## config.mk

```make
export PLATFORM = sky130hd
export DESIGN_NAME = debug_controller
export DESIGN_NICKNAME = d
export VERILOG_FILES = /design/src/rtl/debug_controller.sv
export SDC_FILE = /design/constraint.sdc
export NUM_CORES = 1
export LEC_CHECK = 0
export ABC_AREA = 0
export CORE_MARGIN = 1
export CORE_UTILIZATION = 38
export DETAILED_ROUTE_END_ITERATION = 12
export GPL_TIMING_DRIVEN = 0
export PLACE_DENSITY = 0.77
export SYNTH_ARGS = -nofsm -noshare
export SYNTH_HDL_FRONTEND = slang
export SYNTH_SLANG_ARGS = --single-unit
export TNS_END_PERCENT = 20
```

## constraint.sdc

```tcl
create_clock -name clk -period 2 [get_ports clk]
set_input_delay 0.3 -clock clk [delete_from_list [all_inputs] [get_ports clk]]
set_output_delay 0.3 -clock clk [all_outputs]
set_load 0.01 [all_outputs]
```

## src/rtl/debug_controller.sv

```systemverilog
// rtl/debug_controller.sv - CPU-domain debug command executor (halt/run/step/reg/mem)
module debug_controller #(
  parameter bit START_HALTED = 1'b0,
  parameter int TIMEOUT      = 255
) (
  input  logic        clk,
  input  logic        rst,
  input  logic [1:0]  dbg_addr,
  input  logic [31:0] dbg_din,
  input  logic        dbg_wr_en,
  input  logic        dbg_req,
  output logic [31:0] dbg_dout,
  output logic        dbg_ack,
  output logic        cpu_run,
  output logic        cpu_step,
  input  logic        cpu_halted,
  output logic [3:0]  reg_sel,
  output logic [31:0] reg_wdata,
  output logic        reg_wr_en,
  input  logic [31:0] reg_rdata,
  output logic [31:0] mem_addr,
  output logic [31:0] mem_wdata,
  output logic        mem_access,
  output logic        mem_wr_en,
  input  logic [31:0] mem_rdata,
  input  logic        mem_ack
);

  // HALT, RUN and REG_WR do all their work in the launch cycle, so they
  // have no dedicated state; they hand straight over to WAIT_HALT or DONE.
  typedef enum logic [2:0] {
    S_IDLE,
    S_STEP,
    S_SKIP,
    S_WAIT_HALT,
    S_REG_RD,
    S_MEM,
    S_DONE
  } state_t;

  localparam logic [7:0] TMO = TIMEOUT[7:0];

  state_t      state;
  logic [3:0]  cmd;
  logic [31:0] address;
  logic [31:0] data;
  logic        err;
  logic        req_q;
  logic [7:0]  tcnt;

  logic launch;
  assign launch = dbg_req && !req_q;

  // The register file and memory ports are plain views of ADDRESS/DATA.
  assign reg_sel   = address[3:0];
  assign reg_wdata = data;
  assign mem_addr  = {address[31:2], 2'b00};
  assign mem_wdata = data;

  // Debug registers, command FSM and all CPU-side strobes.
  always_ff @(posedge clk) begin
    if (rst) begin
      state      <= S_IDLE;
      cmd        <= 4'd0;
      address    <= 32'd0;
      data       <= 32'd0;
      err        <= 1'b0;
      req_q      <= 1'b1;   // a request already high at reset release must not launch
      tcnt       <= 8'd0;
      dbg_ack    <= 1'b0;
      cpu_run    <= !START_HALTED;
      cpu_step   <= 1'b0;
      reg_wr_en  <= 1'b0;
      mem_access <= 1'b0;
      mem_wr_en  <= 1'b0;
    end else begin
      req_q     <= dbg_req;
      dbg_ack   <= 1'b0;
      cpu_step  <= 1'b0;
      reg_wr_en <= 1'b0;

      // Host writes come first so an internal DATA capture below overrides them.
      if (dbg_wr_en) begin
        case (dbg_addr)
          2'd0:    cmd     <= dbg_din[3:0];
          2'd1:    address <= dbg_din;
          2'd2:    data    <= dbg_din;
          default: ;
        endcase
      end

      case (state)
        S_IDLE: begin
          if (launch) begin
            err <= 1'b0;
            case (cmd)
              4'd0: begin
                cpu_run <= 1'b0;
                tcnt    <= 8'd0;
                state   <= S_WAIT_HALT;
              end
              4'd1: begin
                cpu_run <= 1'b1;
                state   <= S_DONE;
              end
              4'd2: begin
                if (cpu_halted) begin
                  cpu_step <= 1'b1;
                  state    <= S_STEP;
                end else begin
                  err   <= 1'b1;
                  state <= S_DONE;
                end
              end
              4'd3: begin
                if (cpu_halted) begin
                  state <= S_REG_RD;
                end else begin
                  err   <= 1'b1;
                  state <= S_DONE;
                end
              end
              4'd4: begin
                if (cpu_halted) begin
                  reg_wr_en <= 1'b1;
                end else begin
                  err <= 1'b1;
                end
                state <= S_DONE;
              end
              4'd5, 4'd6: begin
                mem_access <= 1'b1;
                mem_wr_en  <= (cmd == 4'd6);
                tcnt       <= 8'd0;
                state      <= S_MEM;
              end
              default: state <= S_DONE;
            endcase
          end
        end

        // cpu_step is high during this cycle; the next one is the skip cycle.
        S_STEP: state <= S_SKIP;

        S_SKIP: begin
          tcnt  <= 8'd0;
          state <= S_WAIT_HALT;
        end

        S_WAIT_HALT: begin
          if (cpu_halted) begin
            state <= S_DONE;
          end else if (tcnt == TMO) begin
            err   <= 1'b1;
            state <= S_DONE;
          end else begin
            tcnt <= tcnt + 8'd1;
          end
        end

        // reg_sel has been stable since launch, so reg_rdata is valid now.
        S_REG_RD: begin
          data  <= reg_rdata;
          state <= S_DONE;
        end

        // Memory completion acks directly so the ack trails mem_ack by one cycle.
        S_MEM: begin
          if (mem_ack) begin
            if (!mem_wr_en) begin
              data <= mem_rdata;
            end
            mem_access <= 1'b0;
            mem_wr_en  <= 1'b0;
            dbg_ack    <= 1'b1;
            state      <= S_IDLE;
          end else if (tcnt == TMO) begin
            mem_access <= 1'b0;
            mem_wr_en  <= 1'b0;
            err        <= 1'b1;
            dbg_ack    <= 1'b1;
            state      <= S_IDLE;
          end else begin
            tcnt <= tcnt + 8'd1;
          end
        end

        S_DONE: begin
          dbg_ack <= 1'b1;
          state   <= S_IDLE;
        end

        default: state <= S_IDLE;
      endcase
    end
  end

  // Registered read-back of the register selected by dbg_addr.
  always_ff @(posedge clk) begin
    if (rst) begin
      dbg_dout <= 32'd0;
    end else begin
      case (dbg_addr)
        2'd0:    dbg_dout <= {28'd0, cmd};
        2'd1:    dbg_dout <= address;
        2'd2:    dbg_dout <= data;
        default: dbg_dout <= {30'd0, err, cpu_halted};
      endcase
    end
  end

endmodule

```

==> flow_summary.ini <==
[run_status]
status = complete, but fails checks
violations = setup timing

[final_layout]
area_growth_pct = 63.75
regArea_mm2 = 0.002391
stdcell_area_mm2 = 0.008828
drive_gt1_frac = 0.1312
multiInputGateArea_mm2 = 0.002670
diodes = 0
layout.nets = 1038
nFillCells = 1219

[grt]
antenna_found_initial = 0
grt_use_total = 0.2817
grt_busiest_layer = met2
grt_max_degree = 17
met1_usage = 0.3477
grt_pass1_wl_mm = 30.72
grt_pass1_vias = 5608
overflow = 0
grtUsageMet2 = 0.4546
use_met3 = 0.08318

[sta]
hold_violations = 0
finClkSkew_ns = 0.005444
rsz0062_at_grt = yes
worst_pin_slew_ns = 0.8012
drv_slew = 0
period_share = 1.022
setup_viol = 14
tns_ns = -0.1643
hold_ws_ns = 0.3718
maxSlewHeadroom = 0.4659
layout_setup_ws_ns = -0.04316
fmax_mhz = 489.4
period_needed_ns = 2.043

[die]
die_y_um = 121.1
rows = 43
io_pins = 242
core_mm2 = 0.01388
initial_core_util = 0.3884
die_x_um = 121.1
dieArea_mm2 = 0.01467

[pwr]
cellLeakagePower_nw = 3.257
pwr-share-clk = 0.414
p_int_mw = 5.328
switching_power_mw = 2.067
seqPwrFrac = 0.354
powerDensity_mw_per_mm2 = 837.7
fin_total_pwr_mw = 7.396
p_sw_frac = 0.2796
share_comb_of_total_power = 0.232
worst_ir_drop_vdd_mv = 0.6526

[synthesis]
syn_avg_cell_area_um2 = 8.023
synthSimpleGateAreaFrac = 0.2184
synth-compound-area-share = 0.2077
async_reset_ff_frac = 0
synth_top_family_by_area = simple AND/OR/NAND/NOR gates
synthesis.area_mm2 = 0.005391
yosysWarnings = 0
synth_xor_area_frac = 0.004874
synthAdderAreaFrac = 0.002321
synthMuxAreaShare = 0.03063
seq_area_frac_synth = 0.4419
synth-seq-cells = 119
synthCells = 672
yosysUniqueCellTypes = 50
synth_edf_count = 0
synth_ff_type = dfxtp_1

[placed_design]
dpl.hpwl_mm = 14.73
port_buffers = 236
pre_cts_ws_ns = -0.8629
dpl_cell_area_mm2 = 0.007993
gp_congestion = 0.9126

[routing]
firstDrtPassIters = 5
routed_via_density = 5.390
finalWirelength_mm = 20.88
drtIter0Drc = 464
wl_per_cell_um = 18.56
drtAntennaViolNets = 0
vias = 6064
remaining_drc_errors = 0

[setup_path]
crit_path_start_kind = flip-flop
r2r_slack_ns = -0.04
ff2ff_path_depth = 5
startpoint = cmd[1]$_SDFFE_PP0P_
arrival_ns = 2.39
reg2reg_from = cmd[1]$_SDFFE_PP0P_
endpoint_kind = flip-flop
cp_max_fo = 8
cpMostUsedCell = or4_4
crit_type = flip-flop to flip-flop
crit_slowest_cell = or4_4
required_ns = 2.35
critical_path.cell_chain = or4_4 -> a2bb2oi_4 -> o221a_4 -> or4_4 -> a21oi_2
cp_slowest_stage_delay_ns = 0.55

[cts]
numCtsBuffers = 17
clock-sinks = 119
cts_buffer_depth = 2
cts-root-buf = clkbuf_16
path_clk_slew_ns = 0.06
clock_latency_ns = 0.43
cts_tree = yes
ctsHtreeMaxLevel = 4

[hold_path]
hp-class = primary input to flip-flop
holdPathStages = 4
hp-start = dbg_addr[1]

[flow_run]
cap_viol_max_count = 0
## per-stage QoR
step | std cells | util
after floorplan | 673 | -
after global placement | 1089 | 0.5758
after detailed placement | 1089 | 0.5758
after CTS | 1123 | 0.6258
after global routing | 1125 | 0.6360
final | 1125 | 0.6360
## flip-flops by register name (all words and copies together) (netlist names)
signal,cells
dbg_ack,1
reg_wr_en,1
mem_wr_en,1
err,1
dbg_dout,32
mem_access,1
cmd,4
state,3
mem_wdata,32
cpu_step,1
tcnt,8
address,32
cpu_run,1
req_q,1
## path summary, 6_finish.rpt
| check | end |
|---|---|
| worst min-delay path | dbg_dout[3]$_SDFF_PP0_ |
| worst min register to register | address[18]$_SDFFE_PP0P_ |
| worst max-delay path | tcnt[0]$_SDFFE_PP0P_ |
| worst max register to register | tcnt[0]$_SDFFE_PP0P_ |
## what timing repair did
item,CTS,global route
pin swaps,2,3
gates resized for setup,26,42
cloned,1,1
hold buffers,0,0
setup endpoints to repair,45,50
buffers inserted,4,3
## cell usage after synthesis, types with 5 or more instances
cell type,instances,area (µm²)
nand2_1,138,518.0
dfxtp_1,119,2382
nor2_1,83,311.6
a21oi_1,71,355.3
clkbuf_1,51,191.4
buf_4,36,270.3
a221oi_1,31,271.5
a22oi_1,29,217.7
mux2i_1,12,120.1
o21ai_0,10,50.05
nor2b_1,6,37.54
o41ai_1,6,52.55
and2_1,5,31.28
and3_1,5,31.28
nand2b_1,5,31.28
o311ai_0,5,43.79
## worst max-delay path: cells and delay by family (launching register included)
kind,cells,cell delay (ns)
flops,1,0.32
compound gates,3,0.61
simple gates,2,1.04
## routing by layer
| layer | vias to the layer above | routed length, µm |
|---|---|---|
| li1 | 2835 | - |
| met1 | 2868 | 8746 |
| met2 | 318 | 9772 |
| met3 | 43 | 1789 |
| met4 | 0 | 569 |
| met5 | - | 0 |
## cells in the final DEF (no fill, tap or decap), types with 6 or more instances in the layout
cell type,synthesis,routed
clkbuf_8,0,6
a221oi_1,31,28
clkbuf_1,51,39
a22oi_1,29,29
clkbuf_16,0,17
buf_4,36,44
a21oi_1,71,69
o41ai_1,6,6
clkbuf_2,0,8
clkdlybuf4s50_1,0,236
o21ai_0,10,10
dfxtp_1,119,114
mux2i_1,12,12
nand2_1,138,138
nor2_1,83,82
## kinds of logic after synthesis
family | count (synthesis)
fa+ha+maj | 1
buf+inv | 96
mux | 14
simple gates | 272
compound gates | 166
flops | 119
xor+xnor | 3
other cells | 1
## layout make-up
| cell class | count | share of cell area |
|---|---|---|
| plain buffers | 88 | 0.05825 |
| flip-flops and latches | 119 | 0.2708 |
| well taps | 180 | 0.02551 |
| multi-input cells | 458 | 0.3024 |
| clock inverters | 7 | 0.01063 |
| inverters | 4 | 0.001701 |
| repair buffers | 245 | 0.2749 |
| clock buffers | 24 | 0.05570 |
## power by group through the flow
stage | Clock, mW | Sequential, mW | Combinational, mW
6_report | 3.06 | 2.62 | 1.71
5_1_grt | 3.19 | 2.63 | 1.83
4_1_cts | 3.07 | 2.61 | 1.62
3_5_place_dp | 0 | 2.66 | 1.54
3_3_place_gp | 0 | 2.65 | 1.53
2_1_floorplan | 0 | 2.67 | 0.755
No activity file was read; power rests on OpenSTA's default activity.
